==> src/rtl/cpu_pkg.sv <==
// rtl/cpu_pkg.sv - shared fetch widths, fetch state enum, queue entry type and address helpers
package cpu_pkg;

    localparam int ADDR_W    = 16;
    localparam int DATA_W    = 16;
    localparam int MEM_DEPTH = 256;
    localparam logic [ADDR_W-1:0] RESET_PC = '0;

    localparam int MEM_AW = $clog2(MEM_DEPTH);

    typedef enum logic [1:0] {
        RUN   = 2'd0,
        HALT  = 2'd1,
        FAULT = 2'd2
    } fetch_state_t;

    typedef struct packed {
        logic [DATA_W-1:0] instr;
        logic [ADDR_W-1:0] pc;
    } fetch_entry_t;

    localparam int ENTRY_W = $bits(fetch_entry_t);

    // True when the word address lies inside the populated memory.
    function automatic logic pc_in_range(input logic [ADDR_W-1:0] pc);
        return (pc >> MEM_AW) == {ADDR_W{1'b0}};
    endfunction

    // Word address folded into the memory, upper bits zeroed.
    function automatic logic [ADDR_W-1:0] mem_index(input logic [ADDR_W-1:0] pc);
        return pc & ADDR_W'(MEM_DEPTH - 1);
    endfunction

endpackage

==> src/rtl/fetch_queue.sv <==
// rtl/fetch_queue.sv - 2-entry fetch FIFO (flush over push), head in slot0, invalid slots held at zero
module fetch_queue
    import cpu_pkg::*;
(
    input  logic               clk,
    input  logic               rst,
    input  logic               flush,
    input  logic               push,
    input  logic [ENTRY_W-1:0] push_entry,
    input  logic               pop,
    output logic [ENTRY_W-1:0] head,
    output logic [1:0]         count,
    output logic               full,
    output logic               empty
);

    fetch_entry_t slot0;
    fetch_entry_t slot1;
    logic         do_push;
    logic         do_pop;

    assign full    = (count == 2'd2);
    assign empty   = (count == 2'd0);
    assign do_pop  = pop && !empty;
    assign do_push = push && (!full || do_pop);
    assign head    = slot0;

    always_ff @(posedge clk or posedge rst) begin
        if (rst) begin
            slot0 <= '0;
            slot1 <= '0;
            count <= 2'd0;
        end else if (flush) begin
            slot0 <= '0;
            slot1 <= '0;
            count <= 2'd0;
        end else begin
            case ({do_push, do_pop})
                2'b10: begin
                    if (empty) begin
                        slot0 <= push_entry;
                    end else begin
                        slot1 <= push_entry;
                    end
                    count <= count + 2'd1;
                end
                2'b01: begin
                    slot0 <= slot1;
                    slot1 <= '0;
                    count <= count - 2'd1;
                end
                2'b11: begin
                    // Count is unchanged; with one entry the new word simply replaces the head.
                    if (full) begin
                        slot0 <= slot1;
                        slot1 <= push_entry;
                    end else begin
                        slot0 <= push_entry;
                    end
                end
                default: begin
                end
            endcase
        end
    end

endmodule

==> src/rtl/imem_fetch_ctrl.sv <==
// rtl/imem_fetch_ctrl.sv - instruction fetch sequencer: PC, RUN/HALT/FAULT FSM, 2-entry queue; bounds fault under FETCH_BOUNDS_CHECK_EN
module imem_fetch_ctrl
    import cpu_pkg::*;
(
    input  logic              clk,
    input  logic              rst,
    output logic              imem_en,
    output logic [ADDR_W-1:0] imem_addr,
    input  logic [DATA_W-1:0] imem_rdata,
    input  logic              redirect_valid,
    input  logic [ADDR_W-1:0] redirect_pc,
    input  logic              halt,
    output logic              out_valid,
    output logic [DATA_W-1:0] out_instr,
    output logic [ADDR_W-1:0] out_pc,
    input  logic              out_ready,
    output logic              fault,
    output logic [ADDR_W-1:0] fault_pc
);

    fetch_state_t      state;
    fetch_state_t      state_nxt;
    logic [ADDR_W-1:0] pc;
    logic [ADDR_W-1:0] pc_nxt;

    logic              q_push;
    logic              q_pop;
    logic              q_full;
    logic              q_empty;
    logic [1:0]        q_count;
    fetch_entry_t      q_in;
    fetch_entry_t      q_head;

    logic              issue_slot;
    logic              addr_bad;

    assign imem_en = !rst;

    assign out_valid = !q_empty;
    assign out_instr = (q_count != 2'd0) ? q_head.instr : '0;
    assign out_pc    = (q_count != 2'd0) ? q_head.pc    : '0;
    assign q_pop     = out_valid && out_ready;

    // A fetch slot exists in RUN when there is room now or the head leaves this cycle.
    assign issue_slot = (state == RUN) && !halt && !redirect_valid && (!q_full || q_pop);

`ifdef FETCH_BOUNDS_CHECK_EN
    assign addr_bad  = !pc_in_range(pc);
    assign imem_addr = pc;
`else
    assign addr_bad  = 1'b0;
    assign imem_addr = mem_index(pc);
`endif

    assign q_push = issue_slot && !addr_bad;
    assign q_in   = '{instr: imem_rdata, pc: pc};

    fetch_queue u_queue (
        .clk        (clk),
        .rst        (rst),
        .flush      (redirect_valid),
        .push       (q_push),
        .push_entry (q_in),
        .pop        (q_pop),
        .head       (q_head),
        .count      (q_count),
        .full       (q_full),
        .empty      (q_empty)
    );

    always_ff @(posedge clk or posedge rst) begin
        if (rst) begin
            state <= RUN;
            pc    <= RESET_PC;
        end else begin
            state <= state_nxt;
            pc    <= pc_nxt;
        end
    end

    always_comb begin
        state_nxt = state;
        pc_nxt    = pc;
        if (redirect_valid) begin
            state_nxt = halt ? HALT : RUN;
            pc_nxt    = redirect_pc;
        end else begin
            case (state)
                RUN: begin
                    if (q_push) begin
                        pc_nxt = pc + ADDR_W'(1);
                    end
                    if (issue_slot && addr_bad) begin
                        state_nxt = FAULT;
                    end else if (halt) begin
                        state_nxt = HALT;
                    end
                end
                HALT: begin
                    if (!halt) begin
                        state_nxt = RUN;
                    end
                end
`ifdef FETCH_BOUNDS_CHECK_EN
                FAULT: begin
                    state_nxt = FAULT;
                end
`endif
                default: begin
                    state_nxt = RUN;
                end
            endcase
        end
    end

`ifdef FETCH_BOUNDS_CHECK_EN
    logic [ADDR_W-1:0] fault_pc_q;

    always_ff @(posedge clk or posedge rst) begin
        if (rst) begin
            fault_pc_q <= '0;
        end else if (redirect_valid) begin
            fault_pc_q <= '0;
        end else if (issue_slot && addr_bad) begin
            fault_pc_q <= pc;
        end
    end

    assign fault    = (state == FAULT);
    assign fault_pc = fault_pc_q;
`else
    assign fault    = 1'b0;
    assign fault_pc = '0;
`endif

endmodule

==> config.mk <==
export PLATFORM = sky130hd
export DESIGN_NAME = imem_fetch_ctrl
export DESIGN_NICKNAME = d
export VERILOG_FILES = /design/src/rtl/cpu_pkg.sv /design/src/rtl/fetch_queue.sv /design/src/rtl/imem_fetch_ctrl.sv
export SDC_FILE = /design/constraint.sdc
export NUM_CORES = 1
export LEC_CHECK = 0
export CAP_MARGIN = 40
export CORE_AREA = 3 3 99 101
export CTS_CLUSTER_DIAMETER = 50
export CTS_CLUSTER_SIZE = 28
export DETAILED_ROUTE_END_ITERATION = 8
export DIE_AREA = 0 0 102 104
export PLACE_DENSITY = 0.84
export SLEW_MARGIN = 0
export SYNTH_ARGS = -nofsm -noshare
export SYNTH_HDL_FRONTEND = slang
export SYNTH_SLANG_ARGS = --single-unit
==> constraint.sdc <==
create_clock -name clk -period 4.1 [get_ports clk]
set_clock_uncertainty 0.2 [all_clocks]
set_input_delay 1.025 -clock clk [delete_from_list [all_inputs] [get_ports clk]]
set_output_delay 1.025 -clock clk [all_outputs]
set_load 0.02 [all_outputs]
### Word level (Yosys, flattened, before mapping)

Cells that the tools add are included.

| cells by class | value |
|---|---|
| $add $sub $neg | 3 |
| multiplexer cells | 20 |
| reduce and logical (&&, ||, !) cells | 24 |
| equal/unequal tests | 10 |

Operators by type and width:

| kind | count |
|---|---|
| 32-bit 2-to-1 mux | 6 |
| 32-bit case mux with 3 select lines | 2 |
| 16-bit 2-to-1 mux | 5 |
| 16-bit by 1-bit adder with 16-bit output, second input constant | 1 |
| 3-bit != test, second input constant | 3 |
| 2-bit 2-to-1 mux | 4 |
| 2-bit case mux with 2 select lines | 2 |
| 2-bit == test, second input constant | 3 |
| 1-bit logical AND | 6 |
| 3-bit by 2-bit != test with 1-bit output, second input constant | 2 |
| 2-bit AND reduction | 3 |
| 2-bit nonzero test | 3 |
| 1-bit zero test | 5 |
| 2-bit by 1-bit == test with 1-bit output, second input constant | 2 |
| 2-bit zero test | 2 |
| 4-bit nonzero test | 1 |
| 3-bit AND reduction | 1 |
| 3-bit nonzero test | 1 |
| 2-bit by 1-bit adder with 2-bit output, second input constant | 1 |
| 1-bit logical OR | 2 |
| 2-bit by 1-bit subtractor with 2-bit output, second input constant | 1 |
| 1-bit 2-to-1 mux | 1 |

| word-level totals | value |
|---|---|
| output and inout bits | 67 |
| register bits | 84 |
| input bits | 37 |
| word-level logic and storage cells | 64 |

### Depth between registers and ports, before layout

| depth | value |
|---|---|
| word-level depth | 9 |
| depth in mapped cells | 6 |
| mapped depth without buffers | 5 |

### By module

Synthesis repeated with hierarchy kept, for this count alone.

| second synthesis, totals | value |
|---|---|
| cells, all modules | 448 |
| area total of the unflattened synthesis | 4331.7 µm² |

By module, submodules not included:

| module | times used | seq. area each (µm²) | area an instance (µm²) | cells an instance |
|---|---|---|---|---|
| fetch_queue | 1 | 1651.6 | 2860.2 | 270 |
| imem_fetch_ctrl | 1 | 425.4 | 1471.4 | 178 |

### Worst setup path after synthesis

No wires, ideal clock.

| timing | value |
|---|---|
| path type | in2out |
| start point | input rst |
| end point | output imem_en |
| required time | 2.875 ns |
| cell stages on the path | 1 |
| setup slack | 0.025 ns |
| path buffers | 0 |
| arrival | 2.850 ns |
| cell sequence | inv_1 |

| between the ends | value |
|---|---|
| longest elaborated chain between the ends | 1 |

RTL lines:

| element | line | text |
|---|---|---|
| from (decl) | imem_fetch_ctrl.sv:6 | `input logic rst,` |
| 1-bit zero test (no line) | - |  |
| to (decl) | imem_fetch_ctrl.sv:7 | `output logic imem_en,` |

No other way between the ends.

### Worst setup path after layout

Ends and elaborated chain as after synthesis.

==> results.md <==
* RD Place Congestion at 0.7939
* Synthesis warning total at 0
* Largest net degree at the start of global routing at 50
* Startpoint types: input port
* RSZ-0062 raised after global routing: no
* Distinct cells, synth at 44
* Slowest-stage cell, CP: clkdlybuf4s50_1
* Share of cells above drive strength 1 at 7.565%
* CTS buffer count at 9
* Core region area at 9109 µm²
* # port buffers at 78
* Setup Viol. Count Final at 0
* Post-DP HPWL at 6969 µm
* Avg Inst Size Synth at 9.528 µm²
* Setup TNS at 0 ns
* Fillers at between 800 and 900
* Vias in the first global route at 3427
* Detailed Route WL at about 10000 µm
* 1st-pass router iterations at 4
* DIE WIDTH at 102 µm
* Synth Cell Area at between 4000 and 5000 µm²
* Routed Antenna Nets at 0
* All-Layer GR Usage at 19.52%
* Nets at 575
* Sink Count at between 80 and 90
* CP delay by family, top: buffers and inverters
* Clock latency on the worst-skew pair at 0.34 ns
* Final non-filler cell total at 653
* Worst hold margin at 0.2752 ns
* Crit. End Element: output port
* Main synth FF type: dfrtp_1
* CP bufs+invs at 3
* # hold bufs at CTS at 0
* Status: finished, final reports clean
* Initial antenna violation count at 0
* Arrival @ worst endpoint at 2.08 ns
* # Post-CTS Setup Buffers at 0
* Max Cap Viol at 0
* Cells along the critical path: clkdlybuf4s50_1 -> clkinv_2 -> clkdlybuf4s50_1
* Synthesized flop and latch total at 83
* Post-route minimum period at roughly 3.3 ns
* Cells after Synth at 473
* Clock Path Buffers at 2
* Grt total ovfl at 0
* Period utilization at 80.56%
* Peak VDD IR at 0.1779 mV
* Max Slew Vio Count at 0
* P per Cell Area at ~360 nW/µm²
* Post-route DRC at 0
* CTS tree: done
* Initial DRC Count at 147
* Required time worst endpoint at 2.87 ns
* Max_slew headroom at 62.02%
* Worst-Margin Slew at 0.5698 ns
* Level count of the clock H-tree at 3
* Routed via count at 3344
* DIE AREA at 10610 µm²
* Antenna Cells at 0
* WL per Instance at 15.16 µm
* HP Class: flop to flop
* Post-synth EDFFs at 0
* Crit path top cell by count: clkdlybuf4s50_1
* Clock Tree Root: clkbuf_8
* Async S/R FF share, synth at 100.0%
* Worst path max stage delay at a little under 0.6 ns
* Clock-pin slew on the worst setup and hold paths at 0.08 ns
* PostCTS Resize Cnt at 0
* Placed cells at 637
* Initial cell density of the core at 49.48%
* CP Class: input port to output port
* I/O Pins at approximately 100
* First-pass GRT wire length at 16690 µm
* Die Ht at 104 µm
* Sequential fraction of the synthesis area at 46.09%
* Crit path max fanout at 2
* Leak pwr at 2.394 nW
* Via/cell ratio at slightly above 5
* Highest clock rate at 302.7 MHz
* Rows at 35
* P&R area growth vs syn at 21.35%
* Fin. Hold Viols at 0
state kept, by name, indices dropped and copies added, names as in the netlist:
register / count
pc: 16
state: 1
u_queue.count: 2
u_queue.slot1: 32
u_queue.head: 32
placed cells by master, fill, tap and decap left out, drive strengths merged, types with 7 or more instances in the layout:
cell type      instances
a31oi                  7
and2                  34
buf                   10
clkbuf                12
clkdlybuf4s50         78
conb                  25
dfrtp                 83
inv                   34
mux2i                 66
nand2                 79
nand4                  8
o21ai                 46
report_power, final:
| group | total, mW | internal (mW) | switching (mW) |
|---|---|---|---|
| Clock | 0.582 | 0.298 | 0.284 |
| Combinational | 0.389 | 0.173 | 0.216 |
| Sequential | 0.983 | 0.908 | 0.0745 |
| Total | 1.95 | 1.38 | 0.574 |
metal layers:
metal  global-route usage, %  share of wire (%)
met1                   26.45                 44
met2                   32.13                 50
met3                   3.488                5.0
met4                   5.155                1.1
met5                       0                  0
cell families (layout without fill, tap and decap cells):
| group | after synthesis | after routing | synth area share, % |
|---|---|---|---|
| DFF | 83 | 83 | 46.09 |
| other | 1 | 25 | 0.08321 |
| muxes | 66 | 66 | 14.66 |
| buffers and inverters | 95 | 140 | 11.19 |
| xor gates and xnor gates | 7 | 7 | 1.360 |
| and+or+nand+nor | 154 | 154 | 17.66 |
| AOI/OAI and AO/OA | 66 | 66 | 8.690 |
| adders and majority gates | 1 | 1 | 0.2776 |
stage by stage:
stage / instance area (µm²) / utilization [%] / setup slack, ns / power, mW
floorplan: 4597 / - / 0.02510 / 1.255
global placement: 5216 / 57.27 / 0.7631 / 1.358
detailed placement: 5274 / 57.90 / 0.7916 / 1.391
CTS: 5469 / 60.04 / 0.7903 / 1.970
global route: 5469 / 60.04 / 0.6991 / 2.057
finish: 5469 / 60.04 / 0.7969 / 1.953
worst min-delay path: stages, from the launching register on:
cell and delay [ns]:
dfrtp_1 0.34, nand2_1 0.05, o21ai_0 0.06
cell usage after synthesis, drive strengths merged, types with 2 or more instances:
| cell | count | area, µm² |
|---|---|---|
| nand2b | 3 | 18.77 |
| nand4 | 8 | 80.08 |
| nand3 | 5 | 25.02 |
| o31a | 4 | 37.54 |
| and2 | 34 | 214.0 |
| clkbuf | 17 | 65.06 |
| dfrtp | 83 | 2077 |
| o21ai | 46 | 230.2 |
| a31oi | 7 | 50.05 |
| inv | 35 | 131.4 |
| or2 | 3 | 18.77 |
| buf | 42 | 304.0 |
| nor4 | 3 | 18.77 |
| and3 | 2 | 15.01 |
| nor2 | 6 | 22.52 |
| nand2 | 79 | 296.5 |
| or3 | 3 | 26.27 |
| or4 | 3 | 22.52 |
| o31ai | 3 | 22.52 |
| mux2i | 66 | 660.6 |
| xor2 | 6 | 52.55 |
| a21oi | 3 | 15.01 |
final timing paths:
check / from / to / slack [ns] / cells past startpoint
worst min-delay path: u_queue.head[7]$_DFFE_PP0P_ / u_queue.head[7]$_DFFE_PP0P_ / 0.28 / 2
worst max-delay path: rst / imem_en / 0.80 / 3
max in group asynchronous: rst / pc[12]$_DFFE_PP0P_ / 2.19 / 4
worst max register to register: pc[0]$_DFFE_PP0P_ / pc[12]$_DFFE_PP0P_ / 1.76 / 5
min in group asynchronous: rst / u_queue.head[31]$_DFFE_PP0P_ / 0.90 / 3
worst min register to register: u_queue.head[7]$_DFFE_PP0P_ / u_queue.head[7]$_DFFE_PP0P_ / 0.28 / 2
area by class of cell:
class	count	area (µm²)	share of cell area (%)
flip-flops and latches	83	2077	37.98
multi-input cells	319	2031	37.13
repair buffers	88	890.9	16.29
clock buffers	12	145.1	2.654
well taps	111	138.9	2.539
inverters	36	136.4	2.494
clock inverters	4	50.05	0.9151
Power figures use the tool's default switching activity.
